### src/rtl/counter_sat_wrap_if.sv
// Control and status bundle for counter_sat_wrap.
// The master drives steps, reinit and threshold; the slave returns the count and flags.
interface counter_sat_wrap_if #(
  parameter int unsigned WIDTH  = 8,
  parameter int unsigned STEP_W = 2
);
  logic              reinit;
  logic [WIDTH-1:0]  initial_value;
  logic              incr_valid;
  logic [STEP_W-1:0] incr;
  logic              decr_valid;
  logic [STEP_W-1:0] decr;
  logic              flag_clr;
  logic [WIDTH-1:0]  thresh;
  logic [WIDTH-1:0]  value;
  logic [WIDTH-1:0]  value_next;
  logic              overflow;
  logic              underflow;
  logic              at_zero;
  logic              at_max;
  logic              ge_thresh;

  modport master (
    output reinit, initial_value, incr_valid, incr, decr_valid, decr, flag_clr, thresh,
    input  value, value_next, overflow, underflow, at_zero, at_max, ge_thresh
  );

  modport slave (
    input  reinit, initial_value, incr_valid, incr, decr_valid, decr, flag_clr, thresh,
    output value, value_next, overflow, underflow, at_zero, at_max, ge_thresh
  );
endinterface

### src/rtl/counter_sat_wrap.sv
// Parametrised up/down counter with saturate or wrap at MAX_VALUE,
// sticky overflow/underflow flags and a threshold compare.
module counter_sat_wrap #(
  parameter int unsigned WIDTH       = 8,
  parameter int unsigned STEP_W      = 2,
  parameter int unsigned MAX_VALUE   = (2 ** WIDTH) - 1,
  parameter bit          SATURATE    = 1'b1,
  parameter int unsigned RESET_VALUE = 0
) (
  input  logic                clk,
  input  logic                rst_n,
  counter_sat_wrap_if.slave   bus
);

  // Two guard bits keep base + inc - dec exact and signed.
  localparam int unsigned RW = WIDTH + 2;
  localparam logic signed [RW-1:0] MAX_S   = RW'(MAX_VALUE);
  localparam logic signed [RW-1:0] MOD_S   = RW'(MAX_VALUE + 1);
  localparam logic [WIDTH-1:0]     MAX_W   = WIDTH'(MAX_VALUE);
  localparam logic [WIDTH-1:0]     RESET_W = WIDTH'(RESET_VALUE);

  logic [WIDTH-1:0]     value_q, value_d;
  logic                 ovf_q, ovf_d;
  logic                 unf_q, unf_d;
  logic [WIDTH-1:0]     base_c;
  logic [STEP_W-1:0]    inc_c, dec_c;
  logic signed [RW-1:0] raw_c;
  logic                 ovf_now_c, unf_now_c, step_c;
  logic [WIDTH-1:0]     value_next_c;

  always_comb begin
    inc_c        = '0;
    dec_c        = '0;
    base_c       = value_q;
    raw_c        = '0;
    ovf_now_c    = 1'b0;
    unf_now_c    = 1'b0;
    step_c       = 1'b0;
    value_next_c = value_q;
    value_d      = value_q;
    ovf_d        = ovf_q;
    unf_d        = unf_q;

    if (bus.incr_valid) inc_c = bus.incr;
    if (bus.decr_valid) dec_c = bus.decr;
    if (bus.reinit) base_c = (bus.initial_value > MAX_W) ? MAX_W : bus.initial_value;

    raw_c     = $signed(RW'(base_c)) + $signed(RW'(inc_c)) - $signed(RW'(dec_c));
    ovf_now_c = (raw_c > MAX_S);
    unf_now_c = raw_c[RW-1];
    step_c    = bus.incr_valid | bus.decr_valid;

    // One correction suffices because a step never exceeds MAX_VALUE.
    if (SATURATE) begin
      if (ovf_now_c)      value_next_c = MAX_W;
      else if (unf_now_c) value_next_c = '0;
      else                value_next_c = WIDTH'(raw_c);
    end else begin
      if (ovf_now_c)      value_next_c = WIDTH'(raw_c - MOD_S);
      else if (unf_now_c) value_next_c = WIDTH'(raw_c + MOD_S);
      else                value_next_c = WIDTH'(raw_c);
    end

    if (bus.reinit | step_c) value_d = value_next_c;
    // Clear first so a same-cycle event still sets the flag.
    ovf_d = ((bus.reinit | bus.flag_clr) ? 1'b0 : ovf_q) | (ovf_now_c & step_c);
    unf_d = ((bus.reinit | bus.flag_clr) ? 1'b0 : unf_q) | (unf_now_c & step_c);
  end

  always_ff @(posedge clk or negedge rst_n) begin
    if (!rst_n) begin
      value_q <= RESET_W;
      ovf_q   <= 1'b0;
      unf_q   <= 1'b0;
    end else begin
      value_q <= value_d;
      ovf_q   <= ovf_d;
      unf_q   <= unf_d;
    end
  end

  assign bus.value      = value_q;
  assign bus.value_next = value_next_c;
  assign bus.overflow   = ovf_q;
  assign bus.underflow  = unf_q;
  assign bus.at_zero    = (value_q == '0);
  assign bus.at_max     = (value_q == MAX_W);
  assign bus.ge_thresh  = (value_q >= bus.thresh);

endmodule

### src/flat_wrapper.sv
// flat-port wrapper written by rule: the top's interface ports become plain ports
module counter_sat_wrap_flat 
#(
  parameter int unsigned WIDTH       = 8,
  parameter int unsigned STEP_W      = 2,
  parameter int unsigned MAX_VALUE   = (2 ** WIDTH) - 1,
  parameter bit          SATURATE    = 1'b1,
  parameter int unsigned RESET_VALUE = 0
)
  (clk, rst_n, bus_reinit, bus_initial_value, bus_incr_valid, bus_incr, bus_decr_valid, bus_decr, bus_flag_clr, bus_thresh, bus_value, bus_value_next, bus_overflow, bus_underflow, bus_at_zero, bus_at_max, bus_ge_thresh);
  counter_sat_wrap_if #(.WIDTH(WIDTH), .STEP_W(STEP_W)) bus_i ();
  input  logic clk;
  input  logic rst_n;
  input wire logic [$bits(bus_i.reinit)-1:0] bus_reinit;
  input wire logic [$bits(bus_i.initial_value)-1:0] bus_initial_value;
  input wire logic [$bits(bus_i.incr_valid)-1:0] bus_incr_valid;
  input wire logic [$bits(bus_i.incr)-1:0] bus_incr;
  input wire logic [$bits(bus_i.decr_valid)-1:0] bus_decr_valid;
  input wire logic [$bits(bus_i.decr)-1:0] bus_decr;
  input wire logic [$bits(bus_i.flag_clr)-1:0] bus_flag_clr;
  input wire logic [$bits(bus_i.thresh)-1:0] bus_thresh;
  output wire logic [$bits(bus_i.value)-1:0] bus_value;
  output wire logic [$bits(bus_i.value_next)-1:0] bus_value_next;
  output wire logic [$bits(bus_i.overflow)-1:0] bus_overflow;
  output wire logic [$bits(bus_i.underflow)-1:0] bus_underflow;
  output wire logic [$bits(bus_i.at_zero)-1:0] bus_at_zero;
  output wire logic [$bits(bus_i.at_max)-1:0] bus_at_max;
  output wire logic [$bits(bus_i.ge_thresh)-1:0] bus_ge_thresh;
  assign bus_i.reinit = bus_reinit;
  assign bus_i.initial_value = bus_initial_value;
  assign bus_i.incr_valid = bus_incr_valid;
  assign bus_i.incr = bus_incr;
  assign bus_i.decr_valid = bus_decr_valid;
  assign bus_i.decr = bus_decr;
  assign bus_i.flag_clr = bus_flag_clr;
  assign bus_i.thresh = bus_thresh;
  assign bus_value = bus_i.value;
  assign bus_value_next = bus_i.value_next;
  assign bus_overflow = bus_i.overflow;
  assign bus_underflow = bus_i.underflow;
  assign bus_at_zero = bus_i.at_zero;
  assign bus_at_max = bus_i.at_max;
  assign bus_ge_thresh = bus_i.ge_thresh;
  counter_sat_wrap #(.WIDTH(WIDTH), .STEP_W(STEP_W), .MAX_VALUE(MAX_VALUE), .SATURATE(SATURATE), .RESET_VALUE(RESET_VALUE)) u_core (.clk(clk), .rst_n(rst_n), .bus(bus_i));
endmodule
### config.mk
export PLATFORM = sky130hd
export DESIGN_NAME = counter_sat_wrap_flat
export DESIGN_NICKNAME = d
export VERILOG_FILES = /design/src/rtl/counter_sat_wrap_if.sv /design/src/rtl/counter_sat_wrap.sv /design/src/flat_wrapper.sv
export SDC_FILE = /design/constraint.sdc
export NUM_CORES = 1
export LEC_CHECK = 0
export ABC_AREA = 0
export BUFFER_PORTS_ARGS = -buffer_cell sky130_fd_sc_hd__buf_4
export CORE_MARGIN = 5
export CORE_UTILIZATION = 45
export DETAILED_ROUTE_END_ITERATION = 6
export PLACE_DENSITY = 0.73
export SLEW_MARGIN = 0
export SYNTH_ARGS = -nofsm -noshare
export SYNTH_HDL_FRONTEND = slang
export SYNTH_SLANG_ARGS = --single-unit
### constraint.sdc
create_clock -name clk -period 6.5 [get_ports clk]
set_input_delay 0.325 -clock clk [delete_from_list [all_inputs] [get_ports clk]]
set_output_delay 0.325 -clock clk [all_outputs]
set_load 0.02 [all_outputs]
-- Word level (Yosys, flattened, before mapping)
Index checks and enable logic that the tools add are counted.
- bits in registers: 10
- output and inout bits: 21
- logic and storage cells: 25
- $add $sub $neg: 2
- magnitude comparators: 3
- equal/unequal tests: 1
- muxes and demuxes: 8
- bitwise logic cells: 7
- reduce and logical (&&, ||, !) cells: 1
- operator list (operator ; count):
    $mux W8 ; 4
    $gt A10 B9 Y1 const B ; 1
    $sub A10 B3 Y10 ; 1
    $add A8 B2 Y9 ; 1
    $eq A8 B8 Y1 const B ; 1
    $ge A8 B8 Y1 ; 1
    $gt A8 B8 Y1 const B ; 1
    $logic_not A8 Y1 ; 1
    $or A1 B1 Y1 ; 5
    $mux W2 ; 2
    $and A1 B1 Y1 ; 2
    $mux W1 ; 2

-- Depth between registers and ports, before layout
- word-level depth: 8
- mapped depth: 16

-- Worst setup path before layout
No wires, ideal clock.
- kind: in2out
- start point: input bus_reinit
- end point: output bus_value_next[7]
- arrival time: 3469 ps
- setup slack: 2706 ps
- cell stages on the path: 15
- buffers on the path: 2
- cells stage by stage: buf_6 -> buf_2 -> o21ai_0 -> ha_1 -> inv_1 -> fa_1 -> inv_1 -> fa_1 -> nor2b_1 -> mux2i_1 -> a2111oi_4 -> o2bb2ai_2 -> or3_1 -> a21boi_1 -> nand2_1
- cells in the longest elaborated chain, start to end: 5
- RTL lines (element ; RTL line ; source):
    start: declaration ; flat_wrapper.sv:14 ; input wire logic [$bits(bus_i.reinit)-1:0] bus_reinit;
    $mux W8 (*) ; counter_sat_wrap.sv:46 ; if (bus.reinit) base_c = (bus.initial_value > MAX_W) ? MAX_W : bus.initial_value;
    $add A8 B2 Y9 (*) ; counter_sat_wrap.sv:48 ; raw_c = $signed(RW'(base_c)) + $signed(RW'(inc_c)) - $signed(RW'(dec_c));
    $sub A10 B3 Y10 (*) ; counter_sat_wrap.sv:48 ;
    $gt A10 B9 Y1 / $mux W8 (equally long branches) ; counter_sat_wrap.sv:49, counter_sat_wrap.sv:56 ;
    $mux W8 (*) ; counter_sat_wrap.sv:55 ; if (ovf_now_c) value_next_c = MAX_W;
    end: declaration ; flat_wrapper.sv:23 ; output wire logic [$bits(bus_i.value_next)-1:0] bus_value_next;
Mark *: on every way between the ends. The rest lies on a longest branch, timed or not.

-- Worst setup path after layout
- start point: register u_core.value_q[0], in the netlist u_core.bus.value[0]
- end point: output bus_value_next[7]
- cells in the longest elaborated chain, start to end: 5
- RTL lines (element ; RTL line ; source):
    start: declaration ; counter_sat_wrap.sv:22 ; logic [WIDTH-1:0] value_q, value_d;
    start signal: assignment ; counter_sat_wrap.sv:76 ; value_q <= value_d;
    $mux W8 (*) ; counter_sat_wrap.sv:46 ;
    $add A8 B2 Y9 (*) ; counter_sat_wrap.sv:48 ;
    $sub A10 B3 Y10 (*) ; counter_sat_wrap.sv:48 ;
    $gt A10 B9 Y1 / $mux W8 (equally long branches) ; counter_sat_wrap.sv:49, counter_sat_wrap.sv:56 ;
    $mux W8 (*) ; counter_sat_wrap.sv:55 ;
Marked as above.

==> summary.txt <==
Critical Path Sink - bus_value_next[7]
area grow syn2layout - 30.2%
CP Depth - 15
I/O Buffers - 46
Critical Path RT - 6.17 ns
Final min period - 4.21 ns
CP top delay family - adder cells
Die Footprint - 4090 sq um
drt via density - 5.58
FF-to-FF setup slack - 2.78 ns
WP data arrival - 3.88 ns
drt total wl - 3.50 mm
Worst Hold Class - input pin to flip-flop
pwr/cell area - 305 nW/um^2
initial antenna violation count - 0
final setup TNS - 0 ns
Syn Area/Cell - 8.74 sq um
CTS tree - yes
final setup fails - 0
share of layout cells above drive strength 1 - 33.5%
clk_lat worst skew - 0.26 ns
Final ANT Viol Nets - 0
CP Max Fanout - 5
Avg WL per Cell - 15.3 microns
post-DP HPWL - 2.99 mm
Worst Tran Pin Value - 0.584 ns
nets - 239
DR iter-0 viols - 31
Max Used Layer - met3
routed vias - 1272
overall power - 0.520 mW
clock buffer depth - 2
Worst VDD drop - 0.308 mV
worst-path cell chain - inv_1 > o21ai_0 > ha_1 > inv_1 > fa_1 > inv_1 > fa_1 > nor2b_1 > mux2i_1 > a2111oi_4 > o2bb2ai_2 > or3_1 > a21boi_1 > nand2_1 > buf_4
status - completed
FILL cells - 255
CP max-delay cell - fa_1
worst hold stages - 4
Post-Synthesis Cell Area - 1310 sq um
total gr overflow - 0
Lkg Pwr - 0.817 nW
GRT Total Usage - 17.1%
PostCTS Resize Cnt - 0
FF-to-FF End - u_core.bus.value[3]
first-pass GRT wire length - 5.83 mm
clock transition at the registers of the reported paths - 0.06 ns
Floorplan Core Area - 2780 sq um
Post-Syn Instances - 150
Remaining DRCs - 0
Net Count, Synth - 190
r2r startpoint - u_core.bus.value[0]
CTS Root Buffer Type - clkbuf_4
metal3 WL - 223 microns
share of flip-flops with an asynchronous set or reset - 100%
Clock Skew - 0.00487 ns
routed wl met2 - 1.69 mm
# diodes - 0
H-Tree Depth - 1
WL met1 - 1.58 mm
max_cap viols - 0
crit end category - output pin
reg2reg path depth - 14
RSZ-0062 raised after global routing - false
First-pass DRT Iterations - 4
num ports - 47
largest net degree at the start of global routing - 16
Buffers & Inverters on Critical Path - 4
post-synthesis sequential area ratio - 19.1%
Post-synth EDFFs - 0
routability congestion estimate from global placement - 0.812
Worst Setup SP - u_core.bus.value[0]
Starting Density - 47.1%
Max Slew Vio Count - 0
Crit path top cell by count - inv_1
Yosys reg bits - 10
Max stage delay on crit path - 0.48 ns
Max Clock Freq - 238 MHz
number of buffers created by CTS - 3
Netlist cell types - 45
Die Y-Extent - 64.0 microns
Slew headroom - 59.9%
Synthesis Warnings - 0
ys flop type - dfrtp_1
Hold Vio Cnt, Final - 0
Critical Path Start Type - flip-flop
FP Rows - 19
clock tree sinks - 10
Tcrit/Tclk final - 64.8%
Die W - 64.0 microns
via count of the first global-routing pass - 1260
WS Path Type - flip-flop to output pin
[through the flow]
step	area [sq um]	hold slack (ns)	setup slack [ns]	std cells	utilization, %
after floorplan	1310	0.0294	2.71	150	-
after global placement	1680	0.155	2.65	224	60.2
after detailed placement	1680	0.158	2.53	224	60.2
after CTS	1710	0.326	2.29	228	61.4
after global routing	1710	0.362	1.98	228	61.4
final	1710	0.333	2.29	228	61.4
[per-layer routing]
layer  vias up  global-route usage [%]
li1        641                       -
met3         0                    4.20
met1       595                    23.0
met2        36                    28.8
met4         0                    1.56
met5         -                       0
[cells by family (layout without fill, tap and decap cells)]
group / Yosys count / in the layout / synth area share, %
XOR/XNOR: 7 / 7 / 5.25
buffers and inverters: 18 / 65 / 5.82
flip-flops: 10 / 10 / 19.1
AND/OR/NAND/NOR: 49 / 49 / 23.0
adder cells (fa/ha/maj): 14 / 14 / 14.5
AO/OA/AOI/OAI: 37 / 37 / 19.0
multiplexers: 15 / 15 / 13.4
[cells in the mapped netlist (2+ instances only)]
master	count	share of area, %
ha_1	12	11
o21ai_0	8	3.1
nand3b_1	2	1.1
nor2_1	8	2.3
a31oi_1	4	1.9
nand4_1	3	1.4
or4_1	2	1.1
nand2b_1	2	0.95
fa_1	2	3.1
dfrtp_1	10	19
mux2_2	7	6.0
and2_1	3	1.4
nor4_1	2	0.95
nand3_1	2	0.76
xnor2_1	5	3.3
a21o_1	4	2.3
o211ai_1	2	1.1
inv_1	15	4.3
a21oi_1	12	4.6
nand2_1	13	3.7
or3_1	3	1.4
mux2i_1	6	4.6
[worst min-delay path by stage]
stage | slack [ns] | startpoint | to
2_1_floorplan | 0.03 | rst_n | u_core.bus.overflow
3_3_place_gp | 0.16 | rst_n | u_core.bus.underflow
3_5_place_dp | 0.16 | rst_n | u_core.bus.underflow
4_1_cts | 0.33 | bus_flag_clr | u_core.bus.underflow
5_1_grt | 0.36 | bus_flag_clr | u_core.bus.underflow
6_report | 0.33 | bus_flag_clr | u_core.bus.underflow
[cells in the final DEF, fill, tap and decap left out, types with 2 or more instances in the layout]
cell      count
a21o_1        4
a21oi_1      12
a31oi_1       4
and2_1        3
buf_4        46
clkbuf_4      3
dfrtp_1      10
fa_1          2
ha_1         12
inv_1        15
mux2_2        7
mux2i_1       6
nand2_1      13
nand2b_1      2
nand3_1       2
nand3b_1      2
nand4_1       3
nor2_1        8
nor4_1        2
o211ai_1      2
o21ai_0       8
or3_1         3
or4_1         2
xnor2_1       5
[worst min-delay path: stages]
cell and delay (ns):
buf_4 0.08, nor2_1 0.04, nand2_1 0.06, nand2_1 0.05
[flip-flops by register name, indices dropped and copies added (netlist names)]
| name | flops |
|---|---|
| u_core.bus.underflow | 1 |
| u_core.bus.value | 8 |
| u_core.bus.overflow | 1 |
[layout make-up]
class | count | area, sq um | area share [%]
clock buffer | 3 | 22.5 | 1.32
inverter | 15 | 56.3 | 3.30
multi-input combinational | 122 | 985 | 57.7
sequential | 10 | 250 | 14.7
tap | 31 | 38.8 | 2.27
timing repair buffer | 47 | 355 | 20.8
[power by group]
part / switching, mW / internal [mW] / total (mW) / leakage [nW]
Combinational: 0.195 / 0.160 / 0.355 / 0.681
Clock: 0.0188 / 0.0213 / 0.0401 / 0.0138
Sequential: 0.0416 / 0.0836 / 0.125 / 0.122
[repair_timing]
item,in CTS,in global routing
hold buffers,1,0
setup endpoints to repair,0,0
hold endpoints to repair,10,0
buffers inserted,0,0
Note: power is estimated with default switching activity, not from simulation.
